File: config.mk
export PLATFORM = sky130hd
export DESIGN_NAME = fifo_router
export DESIGN_NICKNAME = d
export VERILOG_FILES = /design/src/rtl/fifo_router_pkg.sv /design/src/rtl/fifo_router.sv
export SDC_FILE = /design/constraint.sdc
export NUM_CORES = 1
export LEC_CHECK = 0
export CORE_ASPECT_RATIO = 1.1
export CORE_MARGIN = 5
export CORE_UTILIZATION = 35
export CTS_CLUSTER_DIAMETER = 50
export DETAILED_ROUTE_END_ITERATION = 12
export MAX_ROUTING_LAYER = met4
export REMOVE_ABC_BUFFERS = 1
export SLEW_MARGIN = 20
export SYNTH_ARGS = -nofsm -noshare
export SYNTH_HDL_FRONTEND = slang
export SYNTH_SLANG_ARGS = --single-unit
File: constraint.sdc
create_clock -name clock -period 2.9 [get_ports clock]
set_clock_uncertainty 0.15 [all_clocks]
set_input_delay 0.29 -clock clock [delete_from_list [all_inputs] [get_ports clock]]
set_output_delay 0.29 -clock clock [all_outputs]
set_load 0.05 [all_outputs]
File: src/rtl/fifo_router_pkg.sv
// Shared router definitions: data width, FIFO depth, header field
// positions and the value an output port drives while idle.
// Optional build macro: FIFO_ROUTER_TRISTATE_EN (idle output floats).
package fifo_router_pkg;

  localparam int unsigned ROUTER_DATA_W     = 8;
  localparam int unsigned ROUTER_FIFO_DEPTH = 16;

  // Header byte layout
  localparam int unsigned ROUTER_ADDR_LSB = 0;
  localparam int unsigned ROUTER_ADDR_MSB = 1;
  localparam int unsigned ROUTER_LEN_LSB  = 2;
  localparam int unsigned ROUTER_LEN_MSB  = 7;
  localparam int unsigned ROUTER_LEN_W    = ROUTER_LEN_MSB - ROUTER_LEN_LSB + 1;

`ifdef FIFO_ROUTER_TRISTATE_EN
  localparam logic [ROUTER_DATA_W-1:0] ROUTER_IDLE = 8'hzz;
`else
  localparam logic [ROUTER_DATA_W-1:0] ROUTER_IDLE = 8'h00;
`endif

endpackage

File: src/rtl/fifo_router.sv
// Per-destination packet FIFO. Stores {header marker, byte}, tracks the
// remaining bytes of the packet being drained and idles the output once
// the packet is complete.
// Optional build macro: FIFO_ROUTER_TRISTATE_EN (idle output floats).
module fifo_router
  import fifo_router_pkg::*;
#(
  parameter int unsigned DEPTH = ROUTER_FIFO_DEPTH,
  parameter int unsigned WIDTH = ROUTER_DATA_W
) (
  input  logic             clock,
  input  logic             resetn,
  input  logic             soft_reset,
  input  logic             write_enb,
  input  logic             read_enb,
  input  logic             lfd_state,
  input  logic [WIDTH-1:0] data_in,
  output logic             full,
  output logic             empty,
  output logic [WIDTH-1:0] data_out
);

  localparam int unsigned ADDR_W = $clog2(DEPTH);
  localparam int unsigned PTR_W  = ADDR_W + 1;
  localparam int unsigned CNT_W  = ROUTER_LEN_W;

  logic [WIDTH:0]   mem_q [DEPTH];
  logic [WIDTH:0]   mem_d [DEPTH];
  logic [PTR_W-1:0] wr_ptr_q, wr_ptr_d;
  logic [PTR_W-1:0] rd_ptr_q, rd_ptr_d;
  logic [CNT_W-1:0] count_q, count_d;
  logic             lfd_q, lfd_d;
  logic [WIDTH-1:0] data_out_q, data_out_d;
  logic [WIDTH:0]   rd_word;
  logic             do_wr, do_rd;
`ifdef FIFO_ROUTER_TRISTATE_EN
  logic             float_q, float_d;
`endif

  assign empty = (wr_ptr_q == rd_ptr_q);
  assign full  = (wr_ptr_q[PTR_W-1] != rd_ptr_q[PTR_W-1]) &&
                 (wr_ptr_q[ADDR_W-1:0] == rd_ptr_q[ADDR_W-1:0]);

`ifdef FIFO_ROUTER_TRISTATE_EN
  // Idle is held as a separate float flag so no 'z' is ever stored in a flop.
  assign data_out = float_q ? ROUTER_IDLE : data_out_q;
`else
  assign data_out = data_out_q;
`endif

  // Next-state: flush, then independent write and read, packet counting and idling.
  always_comb begin
    mem_d      = mem_q;
    wr_ptr_d   = wr_ptr_q;
    rd_ptr_d   = rd_ptr_q;
    count_d    = count_q;
    lfd_d      = lfd_state;
    data_out_d = data_out_q;
`ifdef FIFO_ROUTER_TRISTATE_EN
    float_d    = float_q;
`endif
    do_wr      = write_enb && !full;
    do_rd      = read_enb && !empty;
    rd_word    = mem_q[rd_ptr_q[ADDR_W-1:0]];

    if (soft_reset) begin
      wr_ptr_d = '0;
      rd_ptr_d = '0;
      count_d  = '0;
      lfd_d    = 1'b0;
`ifdef FIFO_ROUTER_TRISTATE_EN
      data_out_d = '0;
      float_d    = 1'b1;
`else
      data_out_d = ROUTER_IDLE;
`endif
    end else begin
      if (do_wr) begin
        mem_d[wr_ptr_q[ADDR_W-1:0]] = {lfd_q, data_in};
        wr_ptr_d = wr_ptr_q + PTR_W'(1);
      end
      if (do_rd) begin
        data_out_d = rd_word[WIDTH-1:0];
`ifdef FIFO_ROUTER_TRISTATE_EN
        float_d    = 1'b0;
`endif
        rd_ptr_d   = rd_ptr_q + PTR_W'(1);
        if (rd_word[WIDTH]) begin
          // payload length plus the trailing parity byte
          count_d = rd_word[ROUTER_LEN_MSB:ROUTER_LEN_LSB] + CNT_W'(1);
        end else if (count_q != '0) begin
          count_d = count_q - CNT_W'(1);
        end
      end else if (count_q == '0) begin
`ifdef FIFO_ROUTER_TRISTATE_EN
        data_out_d = '0;
        float_d    = 1'b1;
`else
        data_out_d = ROUTER_IDLE;
`endif
      end
    end
  end

  // State registers; power-on reset also clears the storage array.
  always_ff @(posedge clock or negedge resetn) begin
    if (!resetn) begin
      for (int unsigned i = 0; i < DEPTH; i++) begin
        mem_q[i] <= '0;
      end
      wr_ptr_q   <= '0;
      rd_ptr_q   <= '0;
      count_q    <= '0;
      lfd_q      <= 1'b0;
      data_out_q <= '0;
`ifdef FIFO_ROUTER_TRISTATE_EN
      float_q    <= 1'b0;
`endif
    end else begin
      mem_q      <= mem_d;
      wr_ptr_q   <= wr_ptr_d;
      rd_ptr_q   <= rd_ptr_d;
      count_q    <= count_d;
      lfd_q      <= lfd_d;
      data_out_q <= data_out_d;
`ifdef FIFO_ROUTER_TRISTATE_EN
      float_q    <= float_d;
`endif
    end
  end

endmodule

==> results of run 1 <==
placed cells by master (no fill, tap or decap), types with 6 or more instances in the layout:
master,synthesis,final
a21oi_1,11,11
buf_4,1,32
clkbuf_16,0,17
clkdlybuf4s50_1,0,20
dfrtp_1,169,168
ha_1,8,8
inv_1,8,8
mux2_1,73,73
mux2_2,74,74
mux2i_1,7,7
mux4_1,6,6
mux4_2,36,36
nand2_1,28,28
nand3_1,10,10
nor2_1,21,21
nor2b_1,7,7
xnor2_1,11,11
xor2_1,7,7
metal layers:
layer / wire length, um / up-vias / part of all wire [%]
met2: 8760 / 81 / 49
met5: 0 / - / 0
li1: - / 2126 / -
met3: 498 / 29 / 2.8
met1: 8180 / 2487 / 46
met4: 338 / 0 / 1.9
sequential cells by signal, indices dropped and copies added (netlist names):
signal and count:
count_q 6, data_out 8, lfd_q 1, mem_q 144, rd_ptr_q 5, wr_ptr_q 5
Yosys cell counts, drive strengths merged (2+ instances only):
master    n
nand3    10
a22oi     2
nand3b    2
nor4      2
mux2    147
nor3      5
ha        8
o21ai     5
xnor2    11
mux2i     7
a21oi    11
o22ai     3
xor2      7
inv       8
o21a      2
nand2b    2
nor2     21
mux4     42
nand4     4
nand2    28
and3      4
a31oi     4
nor2b     7
dfrtp   169
o31a      2
and2      2
clkbuf   20
buf      17
area by class of cell:
cell class / count / area (um2)
fillers: 2060 / 13400
flip-flops and latches: 169 / 4230
multi-input cells: 344 / 3590
repair buffers: 58 / 542
clock buffers: 19 / 453
well taps: 300 / 375
clock inverters: 13 / 93.8
inverters: 9 / 33.8
what timing repair did:
action,in CTS,in global routing
hold endpoints to repair,56,0
gates resized for setup,0,0
hold buffers,1,0
where the power goes:
group,switching (mW),leakage (nW),internal (mW)
sequential,0.136,2.30,2.57
combinational,0.739,1.80,0.646
clock,0.939,0.262,1.15
total,1.81,4.37,4.36
worst max path at each step:
| stage | depth (start not counted) | start | slack, ns | end |
|---|---|---|---|---|
| after floorplan | 8 | rd_ptr_q[0] | -0.73 | count_q[1] |
| after global placement | 9 | rd_ptr_q[0] | 0.32 | count_q[1] |
| after detailed placement | 6 | rd_ptr_q[0] | 0.23 | count_q[3] |
| after CTS | 6 | rd_ptr_q[0] | 0.22 | count_q[3] |
| after global routing | 6 | rd_ptr_q[0] | 0.13 | count_q[3] |
| final | 6 | rd_ptr_q[0] | 0.23 | count_q[3] |
cells by family (layout without fill, tap and decap cells):
family          Yosys count  after routing  synth area share [%]
fa+ha+maj                 8              8                  1.25
flops                   169            169                  52.6
compound gates           33             33                  2.58
buf+inv                  46             99                  2.71
xor+xnor                 18             18                  1.96
simple gates             89             89                  5.36
mux                     196            196                  33.5
per-stage QoR:
step	setup TNS, ns	hold WS, ns	instances
after floorplan	-71.00	-0.156	522
after global placement	0	0.142	879
after detailed placement	0	0.157	879
after CTS	0	0.252	912
after global routing	0	0.271	912
final	0	0.257	912
worst max-delay path, cell delays in order, from the launching register on:
cell and delay [ns]:
dfrtp_2 0.44, buf_12 0.21, mux4_1 0.58, mux4_2 0.60, nor4_2 0.30, a221oi_1 0.08, o22ai_1 0.21
==> qor.txt, run 1 <==
Outcome: complete, no violations
Share of layout cells above drive strength 1: 29.9%
Seq/Total Area, Yosys: 52.6%
Cell taking the most area after synthesis: dfrtp_1
Met1 Use GR: 19.2%
CTS Buf Count: 17
DR WL/cell: 19.5 um
Max-slew headroom: 60.6%
RSZ-0062 raised after global routing: no
Core area: 0.0227 mm2
Port Buf Inserts: 23
Worst slew pin tran: 0.590 ns
Fmax: 0.375 GHz
Largest net degree at the start of global routing: 60
Count of cell types in the netlist: 46
Worst Setup Slack, final: 0.233 ns
DR vias/cell: 5.18
Clk_lat worst skew: 0.42 ns
Gr busiest metal: met2
DP HPWL: 12.2 mm
Startpoint Class: register
Met3 global-route usage: 2.71%
M2 GR Usage: 23.5%
Layout area overhead: 15.9%
Number of routed nets with antenna violations: 0
Starting density of the core: 35.4%
R2R Path Start: rd_ptr_q[0]
PwrDens: 663 mW/mm2
First-pass GRT wire length: 29.1 mm
Top cell type's share of synthesized area: 52.6%
CP Data Arrival Time: 2.85 ns
Worst VDD drop: 0.291 mV
Iteration-0 DRC count of the detailed router: 287
Fin nets: 621
Synth Cell Area: 0.00804 mm2
Setup WS pre-CTS: 0.227 ns
Syn_area_per_cell: 14.4 um2
Design area: 0.00932 mm2
Synth top area cells: dfrtp_1, mux2_2, mux2_1, mux4_2, mux4_1
Antenna diodes: 0
Total Routing Usage GR: 14.7%
Ys flop type: dfrtp_1
Hold Crit Class: primary input to async pin
Final Hold Fails: 0
H-tree depth: 4
TritonCTS clock tree: done
Die ar.: 0.0261 mm2
R2r worst-path depth: 6
Fin crit share: 92.0%
Remaining Overflow, GRT: 0
Setup CP Type: register to register
Final WL: 17.8 mm
Max Slew Vio Count: 0
DP Area: 0.00876 mm2
Worst r2r dst: count_q[3]
Tot Pwr: 6.18 mW
Die X: 154 um
FF-to-FF setup slack: 0.23 ns
Synth Instances: 559
Die Span Y: 169 um
Clk buf depth: 2
Async S/R FF share, synth: 100%
Drt pass-1 iters: 4
Setup violations, final: 0
CTS Root Buffer Type: clkbuf_16
Std cell rows: 58
Finished Core Util: 41.0%
Vias in the first global route: 5056
EDFF count, synth: 0
Yosys reg bits: 169
Final RePlAce weighted congestion: 0.786
Clk sink count: 169
Critical Path End Type: register
Drc violations: 0
Minimum clock period: 2.67 ns
Worst Path Max Fanout: 20
I/O Pins: 24
Max cap viols: 0
Leak: 4.37 nW
Worst EP required: 3.08 ns
Postcts setup bufs: 0
Warnings, synthesis: 0
DR vias: 4723
Initial antenna violation count: 0
Reg clk slew, reported paths: 0.06 ns
No activity file was read; power rests on OpenSTA's default activity.
==> run 2: changes to the inputs <==
clock period = 2.94 ns   (was 2.9 ns; I/O delays follow)
==> qor.txt, run 2 (synthesis gave the netlist of run 1 again) <==
Outcome: complete, no violations
Antenna diodes: 0
H-tree depth: 4
First-pass GRT wire length: 29.5 mm
Die X: 154 um
Worst VDD drop: 0.318 mV
Worst Path Buf+Inv: 2
Clk_lat worst skew: 0.44 ns
Largest net degree at the start of global routing: 62
Clk sink count: 169
Iteration-0 DRC count of the detailed router: 226
Minimum clock period: 2.80 ns
Crit path capture: count_q[1]
Crit-path leading delay family: multiplexers
Max FFs per register: 144
Drc violations: 0
Critical Path End Type: register
Initial antenna violation count: 0
Startpoint Class: register
Vias in the first global route: 5217
CTS Root Buffer Type: clkbuf_16
DP HPWL: 12.3 mm
Crit-path slowest cell: dfrtp_4
Remaining Overflow, GRT: 0
Reg clk slew, reported paths: 0.07 ns
Die ar.: 0.0261 mm2
DR WL/cell: 19.4 um
Setup CP Type: register to register
Fin nets: 622
Leak: 4.42 nW
Max cap viols: 0
Postcts setup bufs: 0
Fin Setup TNS: 0 ns
Hold Crit Class: primary input to async pin
Final Hold Fails: 0
CP Data Arrival Time: 2.96 ns
Critical path, cell by cell: buf_4 > mux4_2 > mux2i_1 > mux2_2 > inv_1 > ha_1 > and2_0 > o21ai_1 > a21oi_1
Std cell rows: 58
Share of layout cells above drive strength 1: 30.0%
Finished Core Util: 41.6%
Total stage count of the critical path: 9
Final RePlAce weighted congestion: 0.777
Worst EP required: 3.10 ns
Design area: 0.00944 mm2
Fmax: 0.358 GHz
Setup violations, final: 0
DR vias/cell: 5.15
Commonest non-fill, non-tap cells in the layout: dfrtp_1, mux2_2, mux2_1
Max-slew headroom: 27.2%
Worst Path Max Fanout: 10
Die Span Y: 169 um
I/O Pins: 24
Drt pass-1 iters: 5
Number of routed nets with antenna violations: 0
Worst slew pin tran: 1.09 ns
Worst r2r dst: count_q[1]
Layout Cells excl Fill: 913
Port Buf Inserts: 23
Fill count: 2035
RSZ-0062 raised after global routing: no
Core area: 0.0227 mm2
Starting density of the core: 35.4%
Layout area overhead: 17.4%
Worst hold slack: 0.262 ns
R2R Path Start: rd_ptr_q[0]
DP Cell Count: 880
Max Slew Vio Count: 0
CP max stage delay: 0.55 ns
R2r worst-path depth: 9
TritonCTS clock tree: done
Commonest non-fill, non-tap cell in the layout: dfrtp_1
DR vias: 4704
Worst Setup SP: rd_ptr_q[0]
Final WL: 17.8 mm
PwrDens: 690 mW/mm2
Fin crit share: 95.1%
Most flops, register: mem_q
Clk buf depth: 2
FF-to-FF setup slack: 0.14 ns
CTS Buf Count: 17
Total Routing Usage GR: 15.0%
DP Area: 0.00877 mm2
-- run 2: changes by cell type in the layout (fill, tap and decap cells not counted), sizes merged --
cell	previous run	this run
buf	37	38
inv	12	10
clkbuf	19	18
bufinv	0	5
clkinvlp	4	3
clkinv	6	5
-- run 2: worst register-to-register path: stages (launching register included) --
cell	delay (ns)
dfrtp_4	0.55
buf_4	0.24
mux4_2	0.53
mux2i_1	0.26
mux2_2	0.28
inv_1	0.06
ha_1	0.28
and2_0	0.13
o21ai_1	0.12
a21oi_1	0.07
-- run 2: power by group --
part	internal, mW	total (mW)	switching (mW)
registers	2.54	2.68	0.144
clock network	1.53	2.47	0.935
logic	0.631	1.36	0.730
-- run 2: worst min-delay path by stage --
| stage | endpoint | slack [ns] | depth (start not counted) |
|---|---|---|---|
| 2_1_floorplan | count_q[0] | -0.15 | 0 |
| 3_3_place_gp | data_out[4] | 0.16 | 1 |
| 3_5_place_dp | data_out[4] | 0.17 | 1 |
| 4_1_cts | lfd_q | 0.25 | 2 |
| 5_1_grt | lfd_q | 0.28 | 2 |
| 6_report | data_out[2] | 0.26 | 2 |
-- run 2: area by class of cell --
class                      count  area [um2]  share of cell area, %
tap                          300         375                   3.98
timing repair buffer          59         549                   5.82
clock buffer                  18         439                   4.65
sequential                   169        4230                   44.8
clock inverter                14         218                   2.31
inverter                       9        33.8                  0.358
multi-input combinational    344        3590                   38.0
-- run 2: per-stage QoR --
stage / total power [mW] / worst slack (ns)
finish: 6.51 / 0.144
global route: 6.81 / 0.0181
CTS: 6.58 / 0.0607
detailed placement: 4.10 / 0.104
global placement: 4.04 / 0.0839
floorplan: 3.62 / -0.691
-- run 2: what timing repair did --
| item | in CTS | in global routing |
|---|---|---|
| resized for setup | 0 | 1 |
| endpoints found under the setup margin | 0 | 6 |
| endpoints found under the hold margin | 58 | 0 |
| hold buffers | 1 | 0 |
-- run 2: layer usage --
layer	track usage, %	vias up	wire length, um
li1	-	2126	-
met1	18.2	2468	7630
met2	25.3	85	9110
met3	2.94	25	692
met4	4.76	0	327
met5	-	-	0
==> run 3: changes to the inputs <==
MAX_ROUTING_LAYER = unset   (was met4)
==> qor.txt, run 3 (synthesis gave the netlist of run 1 again) <==
Outcome: complete, no violations
Share of layout cells above drive strength 1: 30.0%
Max cap viols: 0
Drc violations: 0
Startpoint Class: register
Worst Path Buf+Inv: 2
Iteration-0 DRC count of the detailed router: 246
Final Hold Fails: 0
Worst slew pin tran: 1.09 ns
Commonest non-fill, non-tap cells in the layout: dfrtp_1, mux2_2, mux2_1
Max Slew Vio Count: 0
Commonest non-fill, non-tap cell in the layout: dfrtp_1
CP max stage delay: 0.55 ns
Sequential cell area: 0.00423 mm2
Layout area overhead: 17.4%
Worst Setup Slack, final: 0.131 ns
Crit-path leading delay family: multiplexers
Critical path, cell by cell: buf_4 > mux4_2 > mux2i_1 > mux2_2 > inv_1 > ha_1 > and2_0 > o21ai_1 > a21oi_1
Postcts setup bufs: 0
Die X: 154 um
TritonCTS clock tree: done
Largest net degree at the start of global routing: 62
CTS Buf Count: 17
Finished Core Util: 41.6%
Crit-path slowest cell: dfrtp_4
Most flops, register: mem_q
RSZ-0062 raised after global routing: no
Drt pass-1 iters: 4
Starting density of the core: 35.4%
Worst Setup SP: rd_ptr_q[0]
Sequential Power Share: 41.2%
Port Buf Inserts: 23
Total Routing Usage GR: 14.6%
Worst EP required: 3.10 ns
Number of routed nets with antenna violations: 0
Setup WS pre-CTS: 0.104 ns
Worst hold slack: 0.268 ns
Met1 Use GR: 18.4%
Final RePlAce weighted congestion: 0.767
Max FFs per register: 144
Initial antenna violation count: 0
Worst VDD drop: 0.316 mV
Switching power: 1.81 mW
FF-to-FF setup slack: 0.13 ns
R2R Path Start: rd_ptr_q[0]
R2r worst-path depth: 9
Clk_lat worst skew: 0.43 ns
Fill count: 2035
Clk sink count: 169
Leak: 4.42 nW
Fin nets: 622
Setup CP Type: register to register
First-pass GRT wire length: 29.5 mm
Worst Path Max Fanout: 10
Met3 global-route usage: 3.38%
M2 GR Usage: 25.2%
Critical Path End Type: register
Clock network fraction of total power: 37.9%
I/O Pins: 24
DP HPWL: 12.3 mm
CTS Root Buffer Type: clkbuf_16
Crit path capture: count_q[1]
PwrDens: 690 mW/mm2
Fin crit share: 95.5%
Core area: 0.0227 mm2
CP Data Arrival Time: 2.97 ns
Fmax: 0.356 GHz
Setup violations, final: 0
Hold Crit Class: primary input to async pin
Std cell rows: 58
Minimum clock period: 2.81 ns
Die ar.: 0.0261 mm2
Multi-input gate area: 0.00359 mm2
Switching portion of total power: 27.8%
DR vias: 4665
Clk buf depth: 2
Remaining Overflow, GRT: 0
Antenna diodes: 0
Final WL: 17.8 mm
DP Area: 0.00877 mm2
DR vias/cell: 5.11
Gr busiest metal: met2
H-tree depth: 4
P_int: 4.70 mW
Total stage count of the critical path: 9
DR WL/cell: 19.5 um
Design area: 0.00944 mm2
Reg clk slew, reported paths: 0.06 ns
Vias in the first global route: 5224
Combinational group share of total power: 20.9%
Worst r2r dst: count_q[1]
Max-slew headroom: 27.4%
Die Span Y: 169 um
[run 3: cell counts in the layout (fill, tap and decap cells not counted)]
No cell type changed its count.
[run 3: worst register-to-register path, stage by stage, from the launching register on]
cell and delay [ns]:
dfrtp_4 0.55, buf_4 0.24, mux4_2 0.53, mux2i_1 0.27, mux2_2 0.28, inv_1 0.06, ha_1 0.28, and2_0 0.13
o21ai_1 0.12, a21oi_1 0.07
[run 3: through the flow]
step / power, mW / TNS, ns / instances
final: 6.51 / 0 / 913
after global routing: 6.82 / 0 / 913
after CTS: 6.58 / 0 / 913
after detailed placement: 4.10 / 0 / 880
after global placement: 4.04 / 0 / 880
after floorplan: 3.62 / -64.57 / 522
[run 3: power groups by stage]
| stage | clock network, mW | logic [mW] | registers (mW) |
|---|---|---|---|
| after detailed placement | 0 | 1.37 | 2.72 |
| final | 2.47 | 1.36 | 2.68 |
| after CTS | 2.52 | 1.38 | 2.68 |
| after global routing | 2.61 | 1.50 | 2.71 |
| after global placement | 0 | 1.34 | 2.70 |
| after floorplan | 0 | 0.823 | 2.79 |
[run 3: how the worst min path moves through the flow]
stage | cells after the start | to | slack [ns] | startpoint
global placement | 1 | data_out[4] | 0.16 | resetn
detailed placement | 1 | data_out[4] | 0.17 | resetn
CTS | 2 | lfd_q | 0.25 | lfd_state
floorplan | 0 | count_q[0] | -0.15 | resetn
finish | 2 | data_out[2] | 0.27 | resetn
global route | 2 | lfd_q | 0.28 | lfd_state
[run 3: per-layer routing]
layer	routed length (um)	share of wire, %
met3	651	3.7
met4	286	1.6
met5	0	0
met2	9120	51
met1	7730	43
[run 3: what timing repair did]
action	in CTS	in global routing
gates resized for setup	0	1
setup endpoints to repair	0	6
hold buffers	1	0
hold endpoints to repair	58	0
[run 3: area by class of cell]
class / count / area share (%)
well taps: 300 / 3.98
multi-input cells: 344 / 38.0
flip-flops and latches: 169 / 44.8
repair buffers: 59 / 5.82
clock inverters: 14 / 2.31
clock buffers: 18 / 4.65
inverters: 9 / 0.358
